File: config.mk
export PLATFORM = sky130hd
export DESIGN_NAME = register_file_flat
export DESIGN_NICKNAME = d
export VERILOG_FILES = /design/src/rtl/register_file_pkg.sv /design/src/rtl/register_file_if.sv /design/src/rtl/register_file_reg_read_port.sv /design/src/rtl/register_file.sv /design/src/flat_wrapper.sv
export SDC_FILE = /design/constraint.sdc
export NUM_CORES = 2
export LEC_CHECK = 0
export BUFFER_PORTS_ARGS = -buffer_cell sky130_fd_sc_hd__buf_2
export CAP_MARGIN = 20
export CORE_ASPECT_RATIO = 0.9
export CORE_MARGIN = 2
export CORE_UTILIZATION = 30
export CTS_BUF_LIST = sky130_fd_sc_hd__clkbuf_8
export CTS_CLUSTER_SIZE = 30
export DETAILED_ROUTE_END_ITERATION = 10
export SLEW_MARGIN = 20
export SYNTH_ARGS = -nofsm -noshare
export SYNTH_HDL_FRONTEND = slang
export SYNTH_HIERARCHICAL = 1
export SYNTH_SLANG_ARGS = --single-unit
File: constraint.sdc
create_clock -name clk_in -period 2.8 [get_ports clk_in]
set_input_delay 0.14 -clock clk_in [delete_from_list [all_inputs] [get_ports clk_in]]
set_output_delay 0.14 -clock clk_in [all_outputs]
set_load 0.02 [all_outputs]
File: src/rtl/register_file_pkg.sv
// rtl/register_file_pkg.sv - shared core defines for the register file, RoB, dispatcher and RS/LSB
//
// Purpose: architectural constants (RoB index width, register count, x0 index)
//          and small helpers shared by every core block.
// Ports:   none (package).
package register_file_pkg;

    localparam int ROB_WIDTH = 3;
    localparam int REG_WIDTH = 5;
    localparam int NUM_REGS  = 32;
    localparam int X0_IDX    = 0;
    localparam int XLEN      = 32;

    typedef logic [XLEN-1:0] word_t;

    // Every consumer in the core treats x0 as hard-wired zero.
    function automatic logic is_x0(input logic [REG_WIDTH-1:0] idx);
        return idx == REG_WIDTH'(X0_IDX);
    endfunction

endpackage

File: src/rtl/register_file_if.sv
// rtl/register_file_if.sv - commit, rename and operand-read bundle of the register file
//
// Purpose: groups the RoB commit port, the dispatcher rename port and the two
//          operand read ports.
// Modports: master - dispatcher/RoB side (drives requests, receives operands)
//           slave  - register file side
interface register_file_if
    import register_file_pkg::*;
#(
    parameter int RoB_WIDTH = ROB_WIDTH,
    parameter int REG_WIDTH = register_file_pkg::REG_WIDTH
);
    logic                 commit_valid_in;
    logic [REG_WIDTH-1:0] commit_rd_in;
    word_t                commit_value_in;
    logic [RoB_WIDTH-1:0] commit_rob_id_in;

    logic                 rename_valid_in;
    logic [REG_WIDTH-1:0] rename_rd_in;
    logic [RoB_WIDTH-1:0] rename_rob_id_in;

    logic [REG_WIDTH-1:0] rs1_in;
    logic [REG_WIDTH-1:0] rs2_in;
    word_t                rs1_value_out;
    word_t                rs2_value_out;
    logic                 rs1_busy_out;
    logic                 rs2_busy_out;
    logic [RoB_WIDTH-1:0] rs1_tag_out;
    logic [RoB_WIDTH-1:0] rs2_tag_out;

    modport master (
        output commit_valid_in, commit_rd_in, commit_value_in, commit_rob_id_in,
        output rename_valid_in, rename_rd_in, rename_rob_id_in,
        output rs1_in, rs2_in,
        input  rs1_value_out, rs2_value_out, rs1_busy_out, rs2_busy_out,
        input  rs1_tag_out, rs2_tag_out
    );

    modport slave (
        input  commit_valid_in, commit_rd_in, commit_value_in, commit_rob_id_in,
        input  rename_valid_in, rename_rd_in, rename_rob_id_in,
        input  rs1_in, rs2_in,
        output rs1_value_out, rs2_value_out, rs1_busy_out, rs2_busy_out,
        output rs1_tag_out, rs2_tag_out
    );

endinterface

File: src/rtl/register_file_reg_read_port.sv
// rtl/register_file_reg_read_port.sv - one operand lookup with same-cycle commit forwarding
//
// Purpose: looks up value/busy/tag of rs and, if the RoB is committing the
//          exact producer of that operand this cycle, forwards the committed value.
// Ports:   rdy_in                      global enable (commit only counts when high)
//          rs_in                       source register index
//          value_arr_in/busy_arr_in/tag_arr_in  current register state
//          commit_*_in                 RoB commit port
//          value_out/busy_out/tag_out  operand result
module reg_read_port
    import register_file_pkg::*;
#(
    parameter int RoB_WIDTH = ROB_WIDTH,
    parameter int REG_WIDTH = register_file_pkg::REG_WIDTH,
    localparam int NREGS    = 2 ** REG_WIDTH
) (
    input  logic                 rdy_in,
    input  logic [REG_WIDTH-1:0] rs_in,
    input  word_t                value_arr_in [NREGS],
    input  logic [NREGS-1:0]     busy_arr_in,
    input  logic [RoB_WIDTH-1:0] tag_arr_in [NREGS],
    input  logic                 commit_valid_in,
    input  logic [REG_WIDTH-1:0] commit_rd_in,
    input  word_t                commit_value_in,
    input  logic [RoB_WIDTH-1:0] commit_rob_id_in,
    output word_t                value_out,
    output logic                 busy_out,
    output logic [RoB_WIDTH-1:0] tag_out
);

    logic fwd;

    // Forward only when the commit resolves the rename this operand waits on;
    // a stale commit (older tag) must not wake the reader.
    assign fwd = rdy_in && commit_valid_in && (commit_rd_in == rs_in) && !is_x0(rs_in)
                 && busy_arr_in[rs_in] && (tag_arr_in[rs_in] == commit_rob_id_in);

    always_comb begin
        value_out = value_arr_in[rs_in];
        busy_out  = busy_arr_in[rs_in];
        tag_out   = tag_arr_in[rs_in];
        if (fwd) begin
            value_out = commit_value_in;
            busy_out  = 1'b0;
        end
    end

endmodule

File: src/rtl/register_file.sv
// rtl/register_file.sv - architectural register file with per-register rename tags
//
// Purpose: 32 x 32-bit values plus busy bit and RoB tag per register. The
//          dispatcher renames destinations, the RoB commits results, and a
//          flush drops every in-flight rename.
// Ports:   clk_in    clock, rising edge
//          rst_in    synchronous active-high reset
//          rdy_in    global enable; low freezes all state
//          flush_in  misprediction flush, clears all busy bits
//          rf        register_file_if.slave (commit, rename, two read ports)
module register_file
    import register_file_pkg::*;
#(
    parameter int RoB_WIDTH = ROB_WIDTH,
    parameter int REG_WIDTH = register_file_pkg::REG_WIDTH
) (
    input  logic           clk_in,
    input  logic           rst_in,
    input  logic           rdy_in,
    input  logic           flush_in,
    register_file_if.slave rf
);

    localparam int NREGS = 2 ** REG_WIDTH;

    word_t                value_q [NREGS];
    word_t                value_d [NREGS];
    logic [NREGS-1:0]     busy_q;
    logic [NREGS-1:0]     busy_d;
    logic [RoB_WIDTH-1:0] tag_q   [NREGS];
    logic [RoB_WIDTH-1:0] tag_d   [NREGS];

    always_comb begin
        value_d = value_q;
        busy_d  = busy_q;
        tag_d   = tag_q;
        // x0 is skipped so it keeps its reset value of all zeros forever.
        for (int i = 1; i < NREGS; i++) begin
            if (rdy_in) begin
                if (rf.commit_valid_in && rf.commit_rd_in == REG_WIDTH'(i)) begin
                    value_d[i] = rf.commit_value_in;
                end
                if (flush_in) begin
                    // Tags are left stale; busy=0 makes them irrelevant.
                    busy_d[i] = 1'b0;
                end else if (rf.rename_valid_in && rf.rename_rd_in == REG_WIDTH'(i)) begin
                    // A same-cycle rename wins over any commit's busy clear.
                    busy_d[i] = 1'b1;
                    tag_d[i]  = rf.rename_rob_id_in;
                end else if (rf.commit_valid_in && rf.commit_rd_in == REG_WIDTH'(i)
                             && tag_q[i] == rf.commit_rob_id_in) begin
                    busy_d[i] = 1'b0;
                end
            end
        end
    end

    always_ff @(posedge clk_in) begin
        if (rst_in) begin
            for (int i = 0; i < NREGS; i++) begin
                value_q[i] <= '0;
                tag_q[i]   <= '0;
            end
            busy_q <= '0;
        end else begin
            value_q <= value_d;
            busy_q  <= busy_d;
            tag_q   <= tag_d;
        end
    end

    reg_read_port #(.RoB_WIDTH(RoB_WIDTH), .REG_WIDTH(REG_WIDTH)) u_rs1 (
        .rdy_in           (rdy_in),
        .rs_in            (rf.rs1_in),
        .value_arr_in     (value_q),
        .busy_arr_in      (busy_q),
        .tag_arr_in       (tag_q),
        .commit_valid_in  (rf.commit_valid_in),
        .commit_rd_in     (rf.commit_rd_in),
        .commit_value_in  (rf.commit_value_in),
        .commit_rob_id_in (rf.commit_rob_id_in),
        .value_out        (rf.rs1_value_out),
        .busy_out         (rf.rs1_busy_out),
        .tag_out          (rf.rs1_tag_out)
    );

    reg_read_port #(.RoB_WIDTH(RoB_WIDTH), .REG_WIDTH(REG_WIDTH)) u_rs2 (
        .rdy_in           (rdy_in),
        .rs_in            (rf.rs2_in),
        .value_arr_in     (value_q),
        .busy_arr_in      (busy_q),
        .tag_arr_in       (tag_q),
        .commit_valid_in  (rf.commit_valid_in),
        .commit_rd_in     (rf.commit_rd_in),
        .commit_value_in  (rf.commit_value_in),
        .commit_rob_id_in (rf.commit_rob_id_in),
        .value_out        (rf.rs2_value_out),
        .busy_out         (rf.rs2_busy_out),
        .tag_out          (rf.rs2_tag_out)
    );

endmodule

File: src/flat_wrapper.sv
// flat-port wrapper written by rule: the top's interface ports become plain ports
module register_file_flat import register_file_pkg::*;
#(
    parameter int RoB_WIDTH = ROB_WIDTH,
    parameter int REG_WIDTH = register_file_pkg::REG_WIDTH
)
  (clk_in, rst_in, rdy_in, flush_in, rf_commit_valid_in, rf_commit_rd_in, rf_commit_value_in, rf_commit_rob_id_in, rf_rename_valid_in, rf_rename_rd_in, rf_rename_rob_id_in, rf_rs1_in, rf_rs2_in, rf_rs1_value_out, rf_rs2_value_out, rf_rs1_busy_out, rf_rs2_busy_out, rf_rs1_tag_out, rf_rs2_tag_out);
  register_file_if #(.RoB_WIDTH(RoB_WIDTH), .REG_WIDTH(REG_WIDTH)) rf_i ();
  input  logic clk_in;
  input  logic rst_in;
  input  logic rdy_in;
  input  logic flush_in;
  input wire logic [$bits(rf_i.commit_valid_in)-1:0] rf_commit_valid_in;
  input wire logic [$bits(rf_i.commit_rd_in)-1:0] rf_commit_rd_in;
  input wire logic [$bits(rf_i.commit_value_in)-1:0] rf_commit_value_in;
  input wire logic [$bits(rf_i.commit_rob_id_in)-1:0] rf_commit_rob_id_in;
  input wire logic [$bits(rf_i.rename_valid_in)-1:0] rf_rename_valid_in;
  input wire logic [$bits(rf_i.rename_rd_in)-1:0] rf_rename_rd_in;
  input wire logic [$bits(rf_i.rename_rob_id_in)-1:0] rf_rename_rob_id_in;
  input wire logic [$bits(rf_i.rs1_in)-1:0] rf_rs1_in;
  input wire logic [$bits(rf_i.rs2_in)-1:0] rf_rs2_in;
  output wire logic [$bits(rf_i.rs1_value_out)-1:0] rf_rs1_value_out;
  output wire logic [$bits(rf_i.rs2_value_out)-1:0] rf_rs2_value_out;
  output wire logic [$bits(rf_i.rs1_busy_out)-1:0] rf_rs1_busy_out;
  output wire logic [$bits(rf_i.rs2_busy_out)-1:0] rf_rs2_busy_out;
  output wire logic [$bits(rf_i.rs1_tag_out)-1:0] rf_rs1_tag_out;
  output wire logic [$bits(rf_i.rs2_tag_out)-1:0] rf_rs2_tag_out;
  assign rf_i.commit_valid_in = rf_commit_valid_in;
  assign rf_i.commit_rd_in = rf_commit_rd_in;
  assign rf_i.commit_value_in = rf_commit_value_in;
  assign rf_i.commit_rob_id_in = rf_commit_rob_id_in;
  assign rf_i.rename_valid_in = rf_rename_valid_in;
  assign rf_i.rename_rd_in = rf_rename_rd_in;
  assign rf_i.rename_rob_id_in = rf_rename_rob_id_in;
  assign rf_i.rs1_in = rf_rs1_in;
  assign rf_i.rs2_in = rf_rs2_in;
  assign rf_rs1_value_out = rf_i.rs1_value_out;
  assign rf_rs2_value_out = rf_i.rs2_value_out;
  assign rf_rs1_busy_out = rf_i.rs1_busy_out;
  assign rf_rs2_busy_out = rf_i.rs2_busy_out;
  assign rf_rs1_tag_out = rf_i.rs1_tag_out;
  assign rf_rs2_tag_out = rf_i.rs2_tag_out;
  register_file #(.RoB_WIDTH(RoB_WIDTH), .REG_WIDTH(REG_WIDTH)) u_core (.clk_in(clk_in), .rst_in(rst_in), .rdy_in(rdy_in), .flush_in(flush_in), .rf(rf_i));
endmodule
==> flow_summary.html <==
<table>
<tr><th>Metric</th><th>Value</th></tr>
<tr><th colspan="2">Outcome</th></tr>
<tr><td>Status</td><td>finished, violations left</td></tr>
<tr><td>Violated checks</td><td>setup timing</td></tr>
<tr><th colspan="2">Drt</th></tr>
<tr><td>Vias after detailed routing</td><td>63700</td></tr>
<tr><td>Antenna Violating Nets Remaining</td><td>0</td></tr>
<tr><td>Remaining design rule violation count</td><td>0</td></tr>
<tr><td>Violation count after the first detailed-route iteration</td><td>7988</td></tr>
<tr><td>Average via count per standard cell</td><td>6.20</td></tr>
<tr><td>WL per Instance</td><td>25.7 microns</td></tr>
<tr><td>Sum of routed wire length over all layers</td><td>around 260000 microns</td></tr>
<tr><td>Number of optimization iterations in the first detailed-route pass</td><td>6</td></tr>
<tr><th colspan="2">Hold path</th></tr>
<tr><td>Hold Crit Start</td><td>rdy_in</td></tr>
<tr><td>Class of the worst hold path</td><td>in -&gt; reg</td></tr>
<tr><th colspan="2">Setup path</th></tr>
<tr><td>Cell-by-cell listing of the critical path</td><td>buf_6 -&gt; mux4_2 -&gt; a22oi_2 -&gt; nand4_1 -&gt; a21o_1 -&gt; a21oi_2 -&gt; nand4_4 -&gt; buf_12 -&gt; buf_12 -&gt; buf_8 -&gt; mux2_4 -&gt; buf_6</td></tr>
<tr><td>Reg2reg start</td><td>u_core/tag_q[0]</td></tr>
<tr><td>Data required time of the critical path</td><td>between 2 and 3 ns</td></tr>
<tr><td>Type of origin of the critical path</td><td>flop</td></tr>
<tr><td>Beginning of the critical path</td><td>u_core/tag_q[56]</td></tr>
<tr><td>Kind of critical path</td><td>reg -&gt; out</td></tr>
<tr><td>Slowest library cell on the worst path</td><td>sky130_fd_sc_hd__mux4_2</td></tr>
<tr><td>CP Max Fanout</td><td>6</td></tr>
<tr><td>Crit path capture type</td><td>output port</td></tr>
<tr><td>Category of cells accounting for the largest share of critical-path delay</td><td>multiplexers</td></tr>
<tr><td>Data arrival time at the worst-slack endpoint</td><td>about 3.7 ns</td></tr>
<tr><td>Delay of the slowest critical-path stage</td><td>around 0.48 ns</td></tr>
<tr><td>Critical path buffers and inverters</td><td>5</td></tr>
<tr><th colspan="2">Floorplan</th></tr>
<tr><td>Die span in x</td><td>about 490 microns</td></tr>
<tr><td>Placeable core region</td><td>about 210000 sq um</td></tr>
<tr><td>Initial cell density of the core</td><td>30.2%</td></tr>
<tr><td>Die height</td><td>about 440 microns</td></tr>
<tr><td>Die area</td><td>219000 sq um</td></tr>
<tr><td>Number of placed I/O pins</td><td>136</td></tr>
<tr><td>Number of cell rows</td><td>161</td></tr>
<tr><th colspan="2">Yosys</th></tr>
<tr><td>Post-Synthesis Mean Instance Area</td><td>8.76 sq um</td></tr>
<tr><td>Portion of the post-synthesis area used by sequential elements</td><td>34.6%</td></tr>
<tr><td>Post-synth design cell area</td><td>64500 sq um</td></tr>
<tr><td>Number of flip-flops and latches in the synthesized netlist</td><td>1116</td></tr>
<tr><td>Cell type with the largest total area after synthesis</td><td>sky130_fd_sc_hd__dfxtp_1</td></tr>
<tr><td>Number of synthesized flops with an enable pin</td><td>0</td></tr>
<tr><td>Number of library cell types mapped by synthesis</td><td>62</td></tr>
<tr><td>Yosys Warn Count</td><td>6</td></tr>
<tr><td>Fraction of synthesis flops using an asynchronous set or reset pin</td><td>0%</td></tr>
<tr><td>Synth area leaders</td><td>sky130_fd_sc_hd__dfxtp_1, sky130_fd_sc_hd__mux4_2, sky130_fd_sc_hd__a21oi_1</td></tr>
<tr><td>Portion of synthesized cell area occupied by the leading cell type</td><td>34.6%</td></tr>
<tr><td>Primary FF master, synth</td><td>sky130_fd_sc_hd__dfxtp_1</td></tr>
<tr><td>Mapped Cells</td><td>7370</td></tr>
<tr><th colspan="2">CTS</th></tr>
<tr><td>Number of clock buffers inserted by TritonCTS</td><td>184</td></tr>
<tr><td>TritonCTS clock tree</td><td>built</td></tr>
<tr><td>CTS max path bufs</td><td>3</td></tr>
<tr><td>Root Driver</td><td>sky130_fd_sc_hd__clkbuf_8</td></tr>
<tr><td>Reg clk slew, reported paths</td><td>about 0.060 ns</td></tr>
<tr><td>Clock latency on the worst-skew pair</td><td>0.96 ns</td></tr>
<tr><td>CTS H-tree lvls</td><td>4</td></tr>
<tr><td>CTS Sinks</td><td>1116</td></tr>
<tr><th colspan="2">Final layout</th></tr>
<tr><td>Number of filler cells placed in the layout</td><td>21600</td></tr>
<tr><td>Post-layout utilization of the core</td><td>35.0%</td></tr>
<tr><td>Net total in the final layout</td><td>about 7300</td></tr>
<tr><td>Area Growth Syn to Fin</td><td>16.1%</td></tr>
<tr><td>Fraction of layout instances using a drive strength above 1</td><td>20.8%</td></tr>
<tr><th colspan="2">Pwr</th></tr>
<tr><td>Max IR drop VDD</td><td>0.554 mV</td></tr>
<tr><td>Sum of internal, switching and leakage power</td><td>36000 uW</td></tr>
<tr><td>Cell leakage power</td><td>0.0252 uW</td></tr>
<tr><td>Total power density per cell area</td><td>just under 500 nW/um^2</td></tr>
<tr><th colspan="2">Timing</th></tr>
<tr><td>Total negative setup slack</td><td>-60.92 ns</td></tr>
<tr><td>RSZ-0062 raised after global routing</td><td>true</td></tr>
<tr><td>Maximum clock rate</td><td>262 MHz</td></tr>
<tr><td>Tightest Pin Transition</td><td>1.23 ns</td></tr>
<tr><td>Post-layout min period</td><td>about 3.8 ns</td></tr>
<tr><td>Number of slew-limit violations in the final report</td><td>0</td></tr>
<tr><td>Final worst path period share</td><td>136%</td></tr>
<tr><td>Worst-case clock skew</td><td>0.0363 ns</td></tr>
<tr><td>Worst slew margin relative to its limit</td><td>approximately 18%</td></tr>
<tr><td>Final setup viols</td><td>69</td></tr>
<tr><td>Final setup margin</td><td>-1.02 ns</td></tr>
<tr><td>Number of failing hold endpoints at the final stage</td><td>0</td></tr>
<tr><th colspan="2">Global routing</th></tr>
<tr><td>Antenna violations before repair</td><td>14</td></tr>
<tr><td>Global-route wire length before repair</td><td>391000 microns</td></tr>
<tr><td>Total global routing overflow</td><td>0</td></tr>
<tr><td>Vias in the first global route</td><td>61200</td></tr>
<tr><td>Aggregate global-route resource usage</td><td>a little under a quarter</td></tr>
<tr><td>Met2 Use GR</td><td>36.4%</td></tr>
<tr><td>Busiest layer in global routing</td><td>met2</td></tr>
<tr><td>Pin count of the biggest net entering global routing</td><td>approximately 190</td></tr>
<tr><td>Met3 track demand over resource in global routing</td><td>4.19%</td></tr>
<tr><td>Global-route track usage on met1</td><td>28.6%</td></tr>
<tr><th colspan="2">Place</th></tr>
<tr><td>Half-perimeter wire length after detailed placement</td><td>roughly 150000 microns</td></tr>
<tr><td>Setup Slack @ Placement</td><td>-0.679 ns</td></tr>
<tr><td>Count of buffers from port buffering</td><td>135</td></tr>
<tr><td>RePlAce Congestion</td><td>approximately 0.97</td></tr>
<tr><th colspan="2">Job</th></tr>
<tr><td>Max-Cap Viols</td><td>0</td></tr>
</table>
==> stage by stage <==
stage | instance area [sq um] | hold slack (ns) | instances
5_1_grt | 74900 | 0.104 | 10300
6_report | 74900 | 0.0956 | 10300
2_1_floorplan | 64800 | 0.288 | 7441
4_1_cts | 74700 | 0.0106 | 10300
3_5_place_dp | 69500 | 0.476 | 9860
3_3_place_gp | 69500 | 0.466 | 9860
==> synth_stat cells, types with 4 or more instances <==
master	instances
sky130_fd_sc_hd__a21boi_0	80
sky130_fd_sc_hd__mux2_2	168
sky130_fd_sc_hd__o21ai_1	5
sky130_fd_sc_hd__xor2_1	99
sky130_fd_sc_hd__mux4_2	374
sky130_fd_sc_hd__o22ai_1	42
sky130_fd_sc_hd__clkbuf_1	616
sky130_fd_sc_hd__nand3_1	1172
sky130_fd_sc_hd__o221ai_1	44
sky130_fd_sc_hd__a22oi_1	119
sky130_fd_sc_hd__a31oi_1	40
sky130_fd_sc_hd__and2_1	4
sky130_fd_sc_hd__nor2b_1	4
sky130_fd_sc_hd__xnor2_1	4
sky130_fd_sc_hd__o211ai_1	6
sky130_fd_sc_hd__a21oi_1	1268
sky130_fd_sc_hd__or3_1	8
sky130_fd_sc_hd__a211oi_1	60
sky130_fd_sc_hd__buf_2	297
sky130_fd_sc_hd__buf_1	55
sky130_fd_sc_hd__buf_4	6
sky130_fd_sc_hd__o311ai_0	4
sky130_fd_sc_hd__buf_6	10
sky130_fd_sc_hd__nor4bb_1	7
sky130_fd_sc_hd__nand2_1	31
sky130_fd_sc_hd__o21ai_0	1164
sky130_fd_sc_hd__nor3_1	27
sky130_fd_sc_hd__dfxtp_1	1116
sky130_fd_sc_hd__o22a_1	4
sky130_fd_sc_hd__nand4b_1	8
sky130_fd_sc_hd__inv_1	4
sky130_fd_sc_hd__mux2i_1	346
sky130_fd_sc_hd__mux2_4	60
sky130_fd_sc_hd__nand4bb_1	10
sky130_fd_sc_hd__nand4_1	6
sky130_fd_sc_hd__and4b_1	8
sky130_fd_sc_hd__nor2_1	44
==> report_power, final <==
group | total [uW] | internal [uW] | leakage (uW) | switching (uW)
clock | 15400 | 8100 | 0.00224 | 7260
sequential | 16000 | 15900 | 0.00900 | 45.5
combinational | 4670 | 1420 | 0.0139 | 3260
==> worst paths after layout <==
check | endpoint | slack [ns] | cells past startpoint
setup / recovery | rf_rs2_value_out[26] | -1.02 | 12
hold / removal | u_core/value_q[58] | 0.1 | 5
setup reg to reg | u_core/busy_q[31] | 1.38 | 4
hold reg to reg | u_core/value_q[755] | 0.48 | 2
==> repair_timing <==
action / 4_1_cts / 5_1_grt
pin swaps: 16 / 11
hold endpoints to repair: 1109 / 0
buffers inserted: 16 / 5
cloned: 1 / 0
gates resized for setup: 172 / 37
hold buffers: 58 / 0
endpoints found under the setup margin: 72 / 70
==> logic make-up after synthesis <==
kind of cell / share of synthesized area, %
compound gates: 23.7
xor+xnor: 1.45
buf+inv: 6.49
flops: 34.6
mux: 22.7
other cells: 0.00581
simple gates: 11.0
==> registers in the layout (all words and copies together), names as in the netlist <==
name            count
u_core/busy_q      31
u_core/tag_q       93
u_core/value_q    992
==> worst reg2reg max path: stages (launching register included) <==
cell and delay (ns):
sky130_fd_sc_hd__dfxtp_1 0.31, sky130_fd_sc_hd__buf_4 0.14, sky130_fd_sc_hd__xor2_1 0.16, sky130_fd_sc_hd__nor3_1 0.53, sky130_fd_sc_hd__a211oi_1 0.14
==> final cells by class <==
cell class / instances / area, sq um / area share, %
multi-input cells: 5335 / 38600 / 51.6
well taps: 2852 / 3570 / 4.76
inverters: 6 / 22.5 / 0.0301
repair buffers: 624 / 6400 / 8.54
clock inverters: 90 / 519 / 0.693
clock buffers: 245 / 3370 / 4.50
flip-flops and latches: 1116 / 22400 / 29.9
diodes: 14 / 35.0 / 0.0468
==> routing by layer <==
metal	part of all wire (%)	wire length, microns
met5	0	0
met4	6.4	16800
met3	9.3	24500
met2	46	121000
met1	39	102000
==> cell usage in the layout, fill, tap and decap left out, drive strengths merged, types with 5 or more instances in the layout <==
master	instances
nor3	27
conb	72
diode	14
dfxtp	1116
and4b	8
a21oi	1270
a31oi	40
nand2	31
nand4	8
xor2	101
a211oi	60
a22oi	119
dlygate4sd3	58
nand4b	8
clkinv	22
mux4	374
o221ai	44
o211ai	6
mux2	228
nor2	44
o22ai	42
clkbuf	245
nand4bb	10
or4b	5
nand3	1172
mux2i	346
nor4b	5
inv	70
or3	8
nor4bb	7
a21boi	80
buf	566
o21ai	1169
Power figures use the tool's default switching activity.
